### config.mk
export PLATFORM = sky130hd
export DESIGN_NAME = mean_frame_packer
export DESIGN_NICKNAME = d
export VERILOG_FILES = /design/src/rtl/mean_frame_packer_pkg.sv /design/src/rtl/mean_frame_packer_fifo.sv /design/src/rtl/mean_frame_packer.sv
export SDC_FILE = /design/constraint.sdc
export NUM_CORES = 1
export LEC_CHECK = 0
export ABC_AREA = 0
export BUFFER_PORTS_ARGS = -buffer_cell sky130_fd_sc_hd__buf_2
export CAP_MARGIN = 40
export CORE_MARGIN = 4
export CORE_UTILIZATION = 62
export DETAILED_ROUTE_END_ITERATION = 10
export PLACE_DENSITY_LB_ADDON = 0.2
export SLEW_MARGIN = 40
export SYNTH_ARGS = -nofsm -noshare
export SYNTH_HDL_FRONTEND = slang
export SYNTH_SLANG_ARGS = --single-unit
### constraint.sdc
create_clock -name CLK -period 3.9 [get_ports CLK]
set_input_delay 0.585 -clock CLK [delete_from_list [all_inputs] [get_ports CLK]]
set_output_delay 0.585 -clock CLK [all_outputs]
set_load 0.03 [all_outputs]
### src/rtl/mean_frame_packer_pkg.sv
// Shared definitions for the MEAN frame packer.
// Provides the frame word width, the default sync header word and the
// frame-emission state encoding used by mean_frame_packer.
package mean_frame_packer_pkg;

  localparam int WORD_W = 16;

  localparam logic [WORD_W-1:0] DEFAULT_SYNC_WORD = 16'hEB90;

  typedef enum logic [2:0] {
    IDLE = 3'd0,
    HDR  = 3'd1,
    SEQ  = 3'd2,
    PAY  = 3'd3,
    CSUM = 3'd4
  } state_t;

endpackage

### src/rtl/mean_frame_packer_fifo.sv
// Synchronous first-word-fall-through FIFO.
// Ports:
//   CLK, RESET_n : clock, synchronous active-low reset (flushes contents)
//   push, din    : write strobe and data (ignored while full)
//   pop          : consume the head word (ignored while empty)
//   dout         : head word, valid whenever empty is low
//   level        : current occupancy, 0..DEPTH
//   full, empty  : occupancy flags
// DEPTH must be a power of two so the pointers wrap naturally.
module sync_fifo #(
  parameter int WIDTH = 16,
  parameter int DEPTH = 16
) (
  input  logic                       CLK,
  input  logic                       RESET_n,
  input  logic                       push,
  input  logic                       pop,
  input  logic [WIDTH-1:0]           din,
  output logic [WIDTH-1:0]           dout,
  output logic [$clog2(DEPTH):0]     level,
  output logic                       full,
  output logic                       empty
);

  localparam int AW = $clog2(DEPTH);

  logic [WIDTH-1:0] mem [DEPTH];
  logic [AW-1:0]    wr_ptr;
  logic [AW-1:0]    rd_ptr;
  logic             do_push;
  logic             do_pop;

  assign full    = (level == (AW+1)'(DEPTH));
  assign empty   = (level == '0);
  assign do_push = push & ~full;
  assign do_pop  = pop & ~empty;
  assign dout    = mem[rd_ptr];

  always_ff @(posedge CLK) begin
    if (do_push) begin
      mem[wr_ptr] <= din;
    end
  end

  always_ff @(posedge CLK) begin
    if (!RESET_n) begin
      wr_ptr <= '0;
      rd_ptr <= '0;
      level  <= '0;
    end else begin
      if (do_push) wr_ptr <= wr_ptr + AW'(1);
      if (do_pop)  rd_ptr <= rd_ptr + AW'(1);
      case ({do_push, do_pop})
        2'b10:   level <= level + (AW+1)'(1);
        2'b01:   level <= level - (AW+1)'(1);
        default: level <= level;
      endcase
    end
  end

endmodule

### src/rtl/mean_frame_packer.sv
// Packs the averaged MEAN sample stream into fixed-length frames:
//   SYNC_WORD, sequence number, FRAME_LEN payload words, checksum.
// The checksum is the 16-bit wrapping sum of the sequence word and payload.
// Ports:
//   CLK, RESET_n          : clock, synchronous active-low reset
//   DATA_IN, DATA_VALID   : incoming sample and its write strobe
//   OUT_DATA, OUT_VALID   : registered frame word and its valid flag
//   OUT_READY             : downstream accept (word taken on VALID & READY)
//   OUT_LAST              : marks the checksum word
//   OVERFLOW              : sticky, a sample was dropped on a full FIFO
//   FIFO_LEVEL            : current sample buffer occupancy
//
// state | meaning
// IDLE  | waiting for FRAME_LEN buffered samples
// HDR   | sync word presented
// SEQ   | sequence number presented
// PAY   | payload word presented
// CSUM  | checksum presented with OUT_LAST
module mean_frame_packer
  import mean_frame_packer_pkg::*;
#(
  parameter int                FRAME_LEN  = 8,
  parameter int                FIFO_DEPTH = 16,
  parameter logic [WORD_W-1:0] SYNC_WORD  = DEFAULT_SYNC_WORD
) (
  input  logic                          CLK,
  input  logic                          RESET_n,
  input  logic [WORD_W-1:0]             DATA_IN,
  input  logic                          DATA_VALID,
  output logic [WORD_W-1:0]             OUT_DATA,
  output logic                          OUT_VALID,
  input  logic                          OUT_READY,
  output logic                          OUT_LAST,
  output logic                          OVERFLOW,
  output logic [$clog2(FIFO_DEPTH):0]   FIFO_LEVEL
);

  localparam int LW  = $clog2(FIFO_DEPTH) + 1;
  localparam int PCW = $clog2(FRAME_LEN + 1);

  state_t            state_q, state_d;
  logic [WORD_W-1:0] out_data_q, out_data_d;
  logic              out_valid_q, out_valid_d;
  logic              out_last_q, out_last_d;
  logic [WORD_W-1:0] seq_q, seq_d;
  logic [WORD_W-1:0] csum_q, csum_d;
  logic [PCW-1:0]    pay_cnt_q, pay_cnt_d;
  logic              overflow_q;

  logic              fifo_push;
  logic              fifo_pop;
  logic [WORD_W-1:0] fifo_dout;
  logic [LW-1:0]     fifo_level;
  logic              fifo_full;
  logic              fifo_empty;

  logic              accept;
  logic              frame_ready;
  logic              last_pay;

  // Fullness comes from the registered level, so a write into a full FIFO
  // is dropped even if a payload pop happens on the same edge.
  assign fifo_push   = DATA_VALID & ~fifo_full;
  assign accept      = out_valid_q & OUT_READY;
  assign frame_ready = (fifo_level >= LW'(FRAME_LEN));
  assign last_pay    = (pay_cnt_q == PCW'(FRAME_LEN));

  sync_fifo #(
    .WIDTH (WORD_W),
    .DEPTH (FIFO_DEPTH)
  ) u_fifo (
    .CLK     (CLK),
    .RESET_n (RESET_n),
    .push    (fifo_push),
    .pop     (fifo_pop),
    .din     (DATA_IN),
    .dout    (fifo_dout),
    .level   (fifo_level),
    .full    (fifo_full),
    .empty   (fifo_empty)
  );

  always_ff @(posedge CLK) begin
    if (!RESET_n) begin
      state_q     <= IDLE;
      out_data_q  <= '0;
      out_valid_q <= 1'b0;
      out_last_q  <= 1'b0;
      seq_q       <= '0;
      csum_q      <= '0;
      pay_cnt_q   <= '0;
      overflow_q  <= 1'b0;
    end else begin
      state_q     <= state_d;
      out_data_q  <= out_data_d;
      out_valid_q <= out_valid_d;
      out_last_q  <= out_last_d;
      seq_q       <= seq_d;
      csum_q      <= csum_d;
      pay_cnt_q   <= pay_cnt_d;
      if (DATA_VALID && fifo_full) overflow_q <= 1'b1;
    end
  end

  always_comb begin
    state_d = state_q;
    case (state_q)
      IDLE:    if (frame_ready)         state_d = HDR;
      HDR:     if (accept)              state_d = SEQ;
      SEQ:     if (accept)              state_d = PAY;
      PAY:     if (accept && last_pay)  state_d = CSUM;
      CSUM:    if (accept)              state_d = IDLE;
      default:                          state_d = IDLE;
    endcase
  end

  // The checksum accumulates each word as it is loaded into the output
  // register, so by the time the last payload word is accepted csum_q
  // already holds the complete sum.
  always_comb begin
    out_data_d  = out_data_q;
    out_valid_d = out_valid_q;
    out_last_d  = out_last_q;
    seq_d       = seq_q;
    csum_d      = csum_q;
    pay_cnt_d   = pay_cnt_q;
    fifo_pop    = 1'b0;
    case (state_q)
      IDLE: begin
        if (frame_ready) begin
          out_data_d  = SYNC_WORD;
          out_valid_d = 1'b1;
          out_last_d  = 1'b0;
          csum_d      = '0;
        end
      end
      HDR: begin
        if (accept) begin
          out_data_d = seq_q;
          csum_d     = csum_q + seq_q;
        end
      end
      SEQ: begin
        if (accept) begin
          out_data_d = fifo_dout;
          fifo_pop   = ~fifo_empty;
          csum_d     = csum_q + fifo_dout;
          pay_cnt_d  = PCW'(1);
        end
      end
      PAY: begin
        if (accept) begin
          if (last_pay) begin
            out_data_d = csum_q;
            out_last_d = 1'b1;
          end else begin
            out_data_d = fifo_dout;
            fifo_pop   = ~fifo_empty;
            csum_d     = csum_q + fifo_dout;
            pay_cnt_d  = pay_cnt_q + PCW'(1);
          end
        end
      end
      CSUM: begin
        if (accept) begin
          out_valid_d = 1'b0;
          out_last_d  = 1'b0;
          seq_d       = seq_q + WORD_W'(1);
        end
      end
      default: begin
        out_valid_d = 1'b0;
        out_last_d  = 1'b0;
      end
    endcase
  end

  assign OUT_DATA   = out_data_q;
  assign OUT_VALID  = out_valid_q;
  assign OUT_LAST   = out_last_q;
  assign OVERFLOW   = overflow_q;
  assign FIFO_LEVEL = fifo_level;

endmodule

==> results of run 1 <==
[flip-flops by register name, indices dropped and copies added (netlist names), named ones only]
register / flops
u_fifo.rd_ptr: 4
OUT_LAST: 1
OUT_DATA: 16
pay_cnt_q: 4
csum_q: 16
OUT_VALID: 1
u_fifo.level: 5
state_q: 3
seq_q: 16
u_fifo.mem: 256
OVERFLOW: 1
u_fifo.wr_ptr: 4
[placed cells by master, fill, tap and decap left out, types with 8 or more instances in the layout]
master,instances
a21boi_0,9
a21o_1,8
a21oi_1,24
a221oi_1,8
a22o_1,9
a22oi_1,13
and2_1,31
buf_2,43
buf_4,56
clkbuf_16,35
clkinv_1,9
dfxtp_1,72
edfxtp_1,256
ha_1,26
inv_1,12
mux2_2,8
mux2i_1,16
mux4_2,71
nand2_1,81
nand3_1,14
nor2_1,15
nor2_2,12
nor2b_1,13
o21ai_0,57
xnor2_1,17
xor2_1,14
[stage by stage]
stage	worst slack, ns	cell area, sq um
after floorplan	0.3391	14150
after global placement	0.1689	15020
after detailed placement	0.01849	15020
after CTS	0.02682	16100
after global routing	-0.003953	16160
final	0.1689	16160
[worst max-delay path by stage]
stage,to,cells after the start
floorplan,csum_q[13],13
global placement,csum_q[15],12
detailed placement,csum_q[15],12
CTS,csum_q[10],14
global route,csum_q[15],15
finish,csum_q[15],13
[layer usage]
| metal | vias to the layer above | GRT usage | wire (microns) |
|---|---|---|---|
| met3 | 47 | 0.05928 | 2553 |
| li1 | 3800 | - | - |
| met1 | 4167 | 0.3436 | 12810 |
| met2 | 369 | 0.4258 | 16160 |
| met5 | - | 0 | 0 |
| met4 | 0 | 0.07061 | 708 |
[cells by family after synthesis]
logic type / after synthesis / share of synthesized area
flops: 331 / 0.6495
xor+xnor: 32 / 0.02078
buf+inv: 60 / 0.01857
fa+ha+maj: 27 / 0.02441
simple gates: 225 / 0.08322
mux: 95 / 0.1307
compound gates: 161 / 0.07287
[synth_stat cells (5+ instances only)]
library cell / instances
a21oi_1: 26
xor2_1: 14
a21boi_0: 9
or3_1: 6
nor2_1: 27
nand2_1: 81
dfxtp_1: 75
nand4_1: 7
a31oi_1: 5
a22o_1: 9
ha_1: 26
and2_1: 31
nand2b_1: 7
and3_1: 6
buf_2: 12
xnor2_1: 17
a22oi_1: 13
edfxtp_1: 256
clkbuf_1: 25
nor2b_1: 13
buf_1: 7
a21o_1: 8
nand3_1: 14
o21ai_0: 61
nor3_1: 9
mux4_2: 71
mux2i_1: 16
inv_1: 12
mux2_2: 8
a221oi_1: 8
[power groups by stage]
| stage | clock, mW | sequential (mW) | combinational [mW] |
|---|---|---|---|
| final | 3.13 | 3.85 | 0.172 |
| after global routing | 3.35 | 3.85 | 0.188 |
| after CTS | 3.18 | 3.85 | 0.172 |
| after detailed placement | 0 | 3.92 | 0.170 |
| after global placement | 0 | 3.92 | 0.166 |
| after floorplan | 0 | 3.92 | 0.0799 |
[area by class of cell]
class	instances	area [sq um]
clock inverters	22	176.4
inverters	12	45.04
fillers	1405	6410
clock buffers	39	890.9
flip-flops and latches	331	9195
repair buffers	105	733.2
multi-input cells	540	4765
well taps	285	356.6
[worst register-to-register path, cell delays in order (launching register included)]
cell	delay (ns)
dfxtp_4	0.44
buf_6	0.18
buf_8	0.18
mux4_2	0.52
mux4_2	0.54
nand2_1	0.11
nand2_1	0.06
ha_1	0.35
a21oi_1	0.15
o21ai_1	0.14
a221o_1	0.35
a21oi_2	0.16
xnor3_1	0.33
o21ai_0	0.16
[what timing repair did]
| item | in CTS | in global routing |
|---|---|---|
| pin swaps | 0 | 1 |
| setup buffers | 0 | 5 |
| gates resized for setup | 1 | 11 |
| hold buffers | 0 | 0 |
| endpoints found under the setup margin | 1 | 8 |
==> impl_results.md, run 1 <==
* Status: completed
* Wirelength per Cell at 24.16 microns
* Remaining antenna violation count at 0
* Worst skew pair latency at between 0.5 and 0.6 ns
* Final WL at about 32000 microns
* Final GP Congestion at 0.9038
* Max incr delay on CP at 0.54 ns
* Yosys top cell area share at 0.5433
* Async SR Flop Fraction at 0
* Core box area at between 0.02 and 0.025 sq mm
* Hold path depth at 1
* Hold EP: u_fifo.mem[9][6]
* Fin cells at between 1000 and 1500
* I/O pin count at 44
* PwrDens at 442.1 mW/mm^2
* Min-delay src: DATA_IN[6]
* Worst R2R End: csum_q[15]
* Lkg Pwr at 5.553 nW
* Crit end category: register
* Port bufs at between 40 and 50
* FF-to-FF setup slack at approximately 0.17 ns
* Count of state elements after synthesis at approximately 330
* CP Class: reg -> reg
* Synth warn at 0
* WP data arrival at 4.17 ns
* ANT cells at 0
* Share of cells above drive strength 1 at 0.2545
* # setup viols final at 0
* Crit-path cells: buf_6, buf_8, mux4_2, mux4_2, nand2_1, nand2_1, ha_1, a21oi_1, o21ai_1, a221o_1, a21oi_2, xnor3_1, o21ai_0
* EDFF count, synth at approximately 260
* Starting Density at 0.6268
* Final Core Density at 0.7160
* Mapped Cells at slightly above 900
* NumNets Final at 1071
* Final Hold Viols at 0
* # DRC at 0
* Top post-synthesis cells by area: edfxtp_1 (54%), mux4_2 (11%), dfxtp_1 (11%), ha_1 (2.3%), o21ai_0 (2.2%)
* Vias per inst at about 6.3
* Max-slew headroom at 0.4594
* Sw Ratio at 0.2066
* CTS Buf Count at 34
* Detailed placer's ending HPWL at around 20000 microns
* Top FF cell, synth: edfxtp_1
* Power, Total at between 7 and 8 mW
* Final Max Tran Viols at 0
* P_sw at 1.476 mW
* Part of the cycle the worst path needs at 0.9567
* Full die area at 0.02530 sq mm
* Delay-heaviest family, CP: multiplexers
* TritonRoute pass-1 iters at 5
* Min cycle time layout at about 3.7 ns
* Grt ovf at 0
* Initial antenna violation count at 0
* CP Buf/Inv Count at 2
* Setup TNS at 0 ns
* FMAX at ~0.27 GHz
* Crit path max fanout at 10
* Vias in the first global route at 8475
* R2R cell count at 13
* Yosys cell types at between 60 and 70
* Gate power share at 0.024
* Die width at approximately 160 microns
* Rows at 55
* Die Ht at approximately 160 microns
* Worst Hold Class: in -> reg
* Clock skew at 0.02165 ns
* Register area share after synthesis at 0.6495
* Post-synth top area cell: edfxtp_1
* Hold slack at roughly 0.42 ns
* Post-Syn Area at around 0.014 sq mm
* Syn Nets at 978
* Int Pwr at roughly 5.7 mW
* Worst setup SP type: register
* Sequential share of power at 0.538
* Htree depth at 2
* Vias at 8383
* Peak supply drop at ~0.45 mV
* Worst slew pin tran at approximately 0.8 ns
* Slowest CP cell: mux4_2
* Clock network power share at 0.438
* Placed instance count at approximately 1300
* First-pass GRT wire length at just under 50000 microns
* Clk sink count at about 330
* CP required at ~4.3 ns
* GRT Total Usage at 0.2553
* CTS root buffer: clkbuf_16
* CTS tree: built
* Synth-to-Final Area Change at 14.23%
* Max-Cap Viols at 0
* CTS Buffer Depth at 3
* Initial DRC count at 769
* Clk pin slew, worst setup/hold paths at 0.06 ns
* Avg Inst Size Synth at approximately 15 sq um
* Pin count of the biggest net entering global routing at 63
Note: power is estimated with default switching activity, not from simulation.
==> run 2, diff against run 1 <==
--- a/config.mk
+++ b/config.mk
@@ -11,7 +11,7 @@
 export CORE_MARGIN = 4
 export CORE_UTILIZATION = 62
 export DETAILED_ROUTE_END_ITERATION = 10
-export PLACE_DENSITY_LB_ADDON = 0.2
+export PLACE_DENSITY_LB_ADDON = 0.12
 export SLEW_MARGIN = 40
 export SYNTH_ARGS = -nofsm -noshare
 export SYNTH_HDL_FRONTEND = slang
==> run 2 against run 1 <==
Routed wire length rose by 0.55%. Sequential power barely moved. Non-clock buffer count fell by 11. Hold slack improved by 0.015 ns. Critical path type unchanged.
==> impl_results.md, run 2 (synthesized netlist as in run 1, its figures left out) <==
* Vias at 8460 (+0.92%)
* Clk pin slew, worst setup/hold paths at 0.06 ns (about the same)
* CTS Buf Count at 34 (unchanged)
* Synth-to-Final Area Change at 13.46%
* Initial DRC count at 865 (+12%)
* Crit end category: register
* Final WL at 32410 microns (+0.55%)
* Worst skew pair latency at 0.52 ns (about the same)
* Worst setup SP type: register
* Full die area at 0.02530 sq mm (unchanged)
* Port bufs at 43 (unchanged)
* # setup viols final at 0 (unchanged)
* Slowest CP cell: mux4_2
* Final Max Tran Viols at 0 (unchanged)
* CTS root buffer: clkbuf_16
* GRT Total Usage at 0.2603 (+0.004980)
* I/O pin count at 44 (unchanged)
* Die width at 159.1 microns (unchanged)
* Largest register FFs at 256 (unchanged)
* Status: completed
* WP data arrival at 4.14 ns (-0.03 ns)
* CTS Buffer Depth at 3 (unchanged)
* Power, Total at 7.087 mW (-0.82%)
* Share of cells above drive strength 1 at 0.2351 (-0.01946)
* Crit path max fanout at 13 (+3)
* Delay-heaviest family, CP: compound AO/OA/AOI/OAI gates
* CP Class: reg -> reg
* Die Ht at 159.1 microns (unchanged)
* Clock skew at 0.01799 ns (-0.003663 ns)
* Wirelength per Cell at 24.48 microns (+1.3%)
* Pre-CTS WS at 0.07008 ns (+0.05159 ns)
* Starting Density at 0.6268 (unchanged)
* CP required at 4.34 ns (about the same)
* PwrDens at 441.5 mW/mm^2 (-0.15%)
* Grt ovf at 0 (unchanged)
* Max incr delay on CP at 0.52 ns (-0.02 ns)
* CTS tree: built
* Crit-path cells: buf_6, mux4_2, mux2_2, o21ai_0, o21ai_0, ha_1, nand3_1, nor2_1, a221o_1, a21oi_1, xnor3_1, o21ai_0
* FMAX at 0.2696 GHz (+0.61%)
* Final GP Congestion at 0.9365 (+3.6%)
* TritonRoute pass-1 iters at 5 (unchanged)
* Vias in the first global route at 8672 (+2.3%)
* Most frequent cells in the layout: edfxtp_1 (256), nand2_1 (81), dfxtp_1 (72)
* Core box area at 0.02257 sq mm (unchanged)
* # DRC at 0 (unchanged)
* Remaining antenna violation count at 0 (unchanged)
* Peak supply drop at 0.4486 mV (+0.75%)
* CP Buf/Inv Count at 1 (-1)
* Clk sink count at 331 (unchanged)
* Max-slew headroom at 0.4434 (-0.01598)
* Initial antenna violation count at 1 (+1)
* Most flop-heavy register: u_fifo.mem
* Max-Cap Viols at 0 (unchanged)
* Pin count of the biggest net entering global routing at 63 (unchanged)
* Rows at 55 (unchanged)
* Min cycle time layout at 3.709 ns (-0.02258 ns)
* Detailed placer's ending HPWL at 20330 microns (+4.2%)
* NumNets Final at 1060 (-1.0%)
* Final Hold Viols at 0 (unchanged)
* Lkg Pwr at 5.488 nW (-1.2%)
* Worst slew pin tran at 0.8348 ns (+0.02385 ns)
* Worst setup margin at 0.1915 ns (+0.02257 ns)
* Most common cell after layout, fill and taps aside: edfxtp_1
* First-pass GRT wire length at 51020 microns (+2.8%)
* Vias per inst at 6.390 (+1.7%)
* Worst Hold Class: in -> reg
* Crit-path most repeated cell: o21ai_0
* Hold Buf Count CTS at 0 (unchanged)
* Htree depth at 2 (unchanged)
* Part of the cycle the worst path needs at 0.9509 (-0.005788)
==> run 2: layout make-up <==
type / instances / area, sq um
Antenna cell: 1 / 2.502
Clock buffer: 41 / 877.1
Clock inverter: 20 / 171.4
Fill cell: 1482 / 6519
Inverter: 12 / 45.04
Multi-Input combinational cell: 540 / 4751
Sequential cell: 331 / 9195
Tap cell: 285 / 356.6
Timing Repair Buffer: 94 / 654.4
==> run 2: metal layers <==
metal / global-route usage / up-vias / routed length (microns)
li1: - / 3773 / -
met1: 0.3564 / 4261 / 13030
met2: 0.4265 / 358 / 15900
met3: 0.05177 / 68 / 2543
met4: 0.08757 / 0 / 931
met5: 0 / - / 0
==> run 2: path summary, 6_finish.rpt <==
kind | startpoint | end | slack [ns] | cells after the start
setup / recovery | register | csum_q[15] | 0.19 | 12
hold / removal | DATA_IN[13] | u_fifo.mem[14][13] | 0.44 | 1
setup reg to reg | register | csum_q[15] | 0.19 | 12
hold reg to reg | OVERFLOW | OVERFLOW | 0.47 | 1
==> run 2: worst register-to-register path, delay by kind of cell (launching register included) <==
kind                     cells  cell delay, ns
AO/OA/AOI/OAI                5            1.21
XOR/XNOR                     1            0.31
adder cells (fa/ha/maj)      1            0.38
buffers and inverters        1            0.23
flip-flops                   1            0.42
multiplexers                 2            0.80
AND/OR/NAND/NOR              2            0.27
==> run 2: where the power goes <==
part	internal, mW	switching, mW
Clock	1.75	1.31
Combinational	0.0568	0.118
Sequential	3.83	0.0145
Total	5.64	1.45
==> run 2: per-stage QoR <==
stage	util	setup TNS [ns]	hold WS [ns]	std cells	instance area (sq um)
6_report	0.7112	0	0.4381	1324	16050
5_1_grt	0.7112	-0.01199	0.4338	1324	16050
4_1_cts	0.7090	0	0.4156	1323	16000
3_5_place_dp	0.6626	0	0.4528	1262	14960
3_3_place_gp	0.6623	0	0.4487	1262	14950
2_1_floorplan	-	0	0.4485	931	14150
==> run 2: what timing repair did <==
action	in CTS	in global routing
gates resized for setup	0	15
setup buffers	0	0
endpoints found under the setup margin	0	8
==> run 3, diff against run 2 <==
--- a/config.mk
+++ b/config.mk
@@ -12,6 +12,8 @@
 export CORE_UTILIZATION = 62
 export DETAILED_ROUTE_END_ITERATION = 10
 export PLACE_DENSITY_LB_ADDON = 0.12
+export REMOVE_ABC_BUFFERS = 1
+export SETUP_SLACK_MARGIN = 0.4
 export SLEW_MARGIN = 40
 export SYNTH_ARGS = -nofsm -noshare
 export SYNTH_HDL_FRONTEND = slang
==> run 3 against run 2 <==
Hold slack got worse by 0.0011 ns. Critical path type unchanged. First-iteration DRC count fell by 9.9%. Power rose by 1.9%. Routed wire length fell by 0.93%. Flip-flop and latch count did not move.
==> impl_results.md, run 3 (synthesized netlist as in run 1, its figures left out) <==
* Vias at 8530 (+0.83%)
* Part of the cycle the worst path needs at 0.8910 (-0.05986)
* # DRC at 0 (unchanged)
* # setup viols final at 0 (unchanged)
* Min-delay src: DATA_IN[5]
* Placed instance area at 0.01498 sq mm (+0.16%)
* Most frequent cells in the layout: edfxtp_1 (256), nand2_1 (81), dfxtp_1 (71), mux4_2 (71), buf_4 (62)
* Port bufs at 43 (unchanged)
* Max-slew headroom at 0.4397 (-0.003714)
* Worst Hold Class: in -> reg
* Remaining antenna violation count at 0 (unchanged)
* Share of cells above drive strength 1 at 0.2844 (+0.04930)
* Crit end category: register
* I/O pin count at 44 (unchanged)
* Final GP Congestion at 0.8774 (-6.3%)
* Hold EP: u_fifo.mem[9][5]
* Wirelength per Cell at 23.84 microns (-2.6%)
* PwrDens at 437.5 mW/mm^2 (-0.91%)
* Sequential share of power at 0.532 (-0.011)
* Peak supply drop at 0.4098 mV (-8.7%)
* Most flop-heavy register: u_fifo.mem
* WP data arrival at 3.93 ns (-0.21 ns)
* Worst slew pin tran at 0.8403 ns (+0.005570 ns)
* Initial antenna violation count at 0 (-1)
* Status: completed
* Pin count of the biggest net entering global routing at 63 (unchanged)
* CTS Buf Count at 35 (+2.9%)
* Clk pin slew, worst setup/hold paths at 0.07 ns (about the same)
* Rows at 55 (unchanged)
* CP Buf/Inv Count at 3 (+2)
* Hold Buf Count CTS at 0 (unchanged)
* Final Core Density at 0.7317 (+0.02046)
* Design Area, Final at 0.01651 sq mm (+2.9%)
* Int Pwr at 5.759 mW (+2.1%)
* NumNets Final at 1084 (+2.3%)
* CP Class: reg -> reg
* Max-Cap Viols at 0 (unchanged)
* First-pass GRT wire length at 49090 microns (-3.8%)
* Clock skew at 0.01655 ns (-0.001439 ns)
* Vias in the first global route at 8335 (-3.9%)
* CP required at 4.36 ns (+0.02 ns)
* RSZ-0062 raised after global routing: true
* Detailed placer's ending HPWL at 19740 microns (-2.9%)
* CTS root buffer: clkbuf_16
* ANT cells at 0 (-1)
* Most common cell after layout, fill and taps aside: edfxtp_1
* GRT Total Usage at 0.2514 (-0.008872)
* CTS Buffer Depth at 3 (unchanged)
* Final WL at 32110 microns (-0.93%)
* Crit path max fanout at 7 (-6)
* Worst skew pair latency at 0.52 ns (about the same)
* Crit-path cells: buf_12, buf_12, buf_6, mux4_2, mux4_2, nand2_1, o21ai_0, ha_1, and2_1, a221o_1, a21oi_2, xnor3_1, o21ai_1
* Starting Density at 0.6268 (unchanged)
* Max incr delay on CP at 0.52 ns (about the same)
* Min cycle time layout at 3.475 ns (-0.2335 ns)
* Clock network power share at 0.443 (+0.010)
* Htree depth at 2 (unchanged)
* FMAX at 0.2878 GHz (+6.7%)
* CTS tree: built
* Full die area at 0.02530 sq mm (unchanged)
* Clk sink count at 331 (unchanged)
* Core box area at 0.02257 sq mm (unchanged)
* TritonRoute pass-1 iters at 5 (unchanged)
* Synth-to-Final Area Change at 16.72%
* Worst setup SP type: register
* Die Ht at 159.1 microns (unchanged)
* Slowest CP cell: mux4_2
* Initial DRC count at 779 (-9.9%)
* Die width at 159.1 microns (unchanged)
* Hold path depth at 1 (unchanged)
* Delay-heaviest family, CP: multiplexers
* Worst R2R End: csum_q[15]
* R2R cell count at 13 (+1)
* Largest register FFs at 256 (unchanged)
* FF-to-FF setup slack at 0.42 ns (+0.23 ns)
* Final Hold Viols at 0 (unchanged)
* Vias per inst at 6.333 (-0.89%)
* Gate power share at 0.025 (about the same)
* Grt ovf at 0 (unchanged)
* P_sw at 1.466 mW (+1.4%)
* Sw Ratio at 0.2029 (-0.001088)
* Lkg Pwr at 5.655 nW (+3.1%)
* Final Max Tran Viols at 0 (unchanged)
==> run 3: changes by cell type in the layout (fill, tap and decap cells not counted), moves of 6 or more <==
cell / before / now
clkinv_1: 8 / 2
ha_1: 25 / 19
o21ai_0: 57 / 48
nor2_1: 27 / 19
buf_4: 44 / 62
nor2_2: 0 / 8
==> run 3: cell type report <==
cell class / instances / area (sq um)
Multi-Input combinational cell: 540 / 4888
Sequential cell: 331 / 9199
Tap cell: 285 / 356.6
Timing Repair Buffer: 117 / 915.9
Inverter: 12 / 45.04
Clock inverter: 14 / 160.2
Fill cell: 1357 / 6057
Clock buffer: 48 / 949.7
==> run 3: metal layers <==
| layer | wire (microns) | part of all wire | up-vias | global-route usage |
|---|---|---|---|---|
| met5 | 0 | 0 | - | 0 |
| met4 | 1245 | 0.039 | 0 | 0.1002 |
| met3 | 2256 | 0.070 | 81 | 0.04452 |
| met2 | 15810 | 0.49 | 375 | 0.4126 |
| met1 | 12790 | 0.40 | 4245 | 0.3401 |
| li1 | - | - | 3829 | - |
==> run 3: power by group through the flow <==
| stage | combinational, mW | clock, mW | sequential [mW] |
|---|---|---|---|
| after floorplan | 0.0705 | 0 | 3.92 |
| after global placement | 0.164 | 0 | 3.92 |
| after detailed placement | 0.172 | 0 | 3.92 |
| after CTS | 0.176 | 3.25 | 3.85 |
| after global routing | 0.195 | 3.43 | 3.85 |
| final | 0.180 | 3.20 | 3.85 |
==> run 3: timing repair <==
item                                   4_1_cts  5_1_grt
setup endpoints to repair                    9       11
endpoints found under the hold margin        0        0
cloned                                       1        1
resized for setup                           19       33
setup buffers                               12       11
pin swaps                                    1       10
==> run 3: how the worst max path moves through the flow <==
stage             start    endpoint  depth (start not counted)
6_report       register  csum_q[15]                         13
5_1_grt        register  csum_q[15]                         13
4_1_cts        register  csum_q[15]                         16
3_5_place_dp   register  csum_q[15]                         13
3_3_place_gp   register  csum_q[13]                         13
2_1_floorplan  register  csum_q[10]                         12
==> run 3: per-stage QoR <==
stage | cells | TNS (ns) | setup slack (ns) | hold slack [ns] | power, mW
2_1_floorplan | 883 | -22.65 | -1.702 | 0.4496 | 3.994
5_1_grt | 1347 | 0 | 0.2873 | 0.4238 | 7.476
3_5_place_dp | 1260 | 0 | 0.1089 | 0.4531 | 4.093
6_report | 1347 | 0 | 0.4249 | 0.4370 | 7.225
4_1_cts | 1335 | 0 | 0.3580 | 0.4151 | 7.276
3_3_place_gp | 1260 | 0 | 0.1438 | 0.4431 | 4.081
==> run 3: worst reg2reg max path, cell delays in order (launching register included) <==
cell and delay (ns):
dfxtp_4 0.36, buf_12 0.12, buf_12 0.14, buf_6 0.14
mux4_2 0.51, mux4_2 0.52, nand2_1 0.08, o21ai_0 0.08
ha_1 0.37, and2_1 0.19, a221o_1 0.33, a21oi_2 0.14
xnor3_1 0.31, o21ai_1 0.11
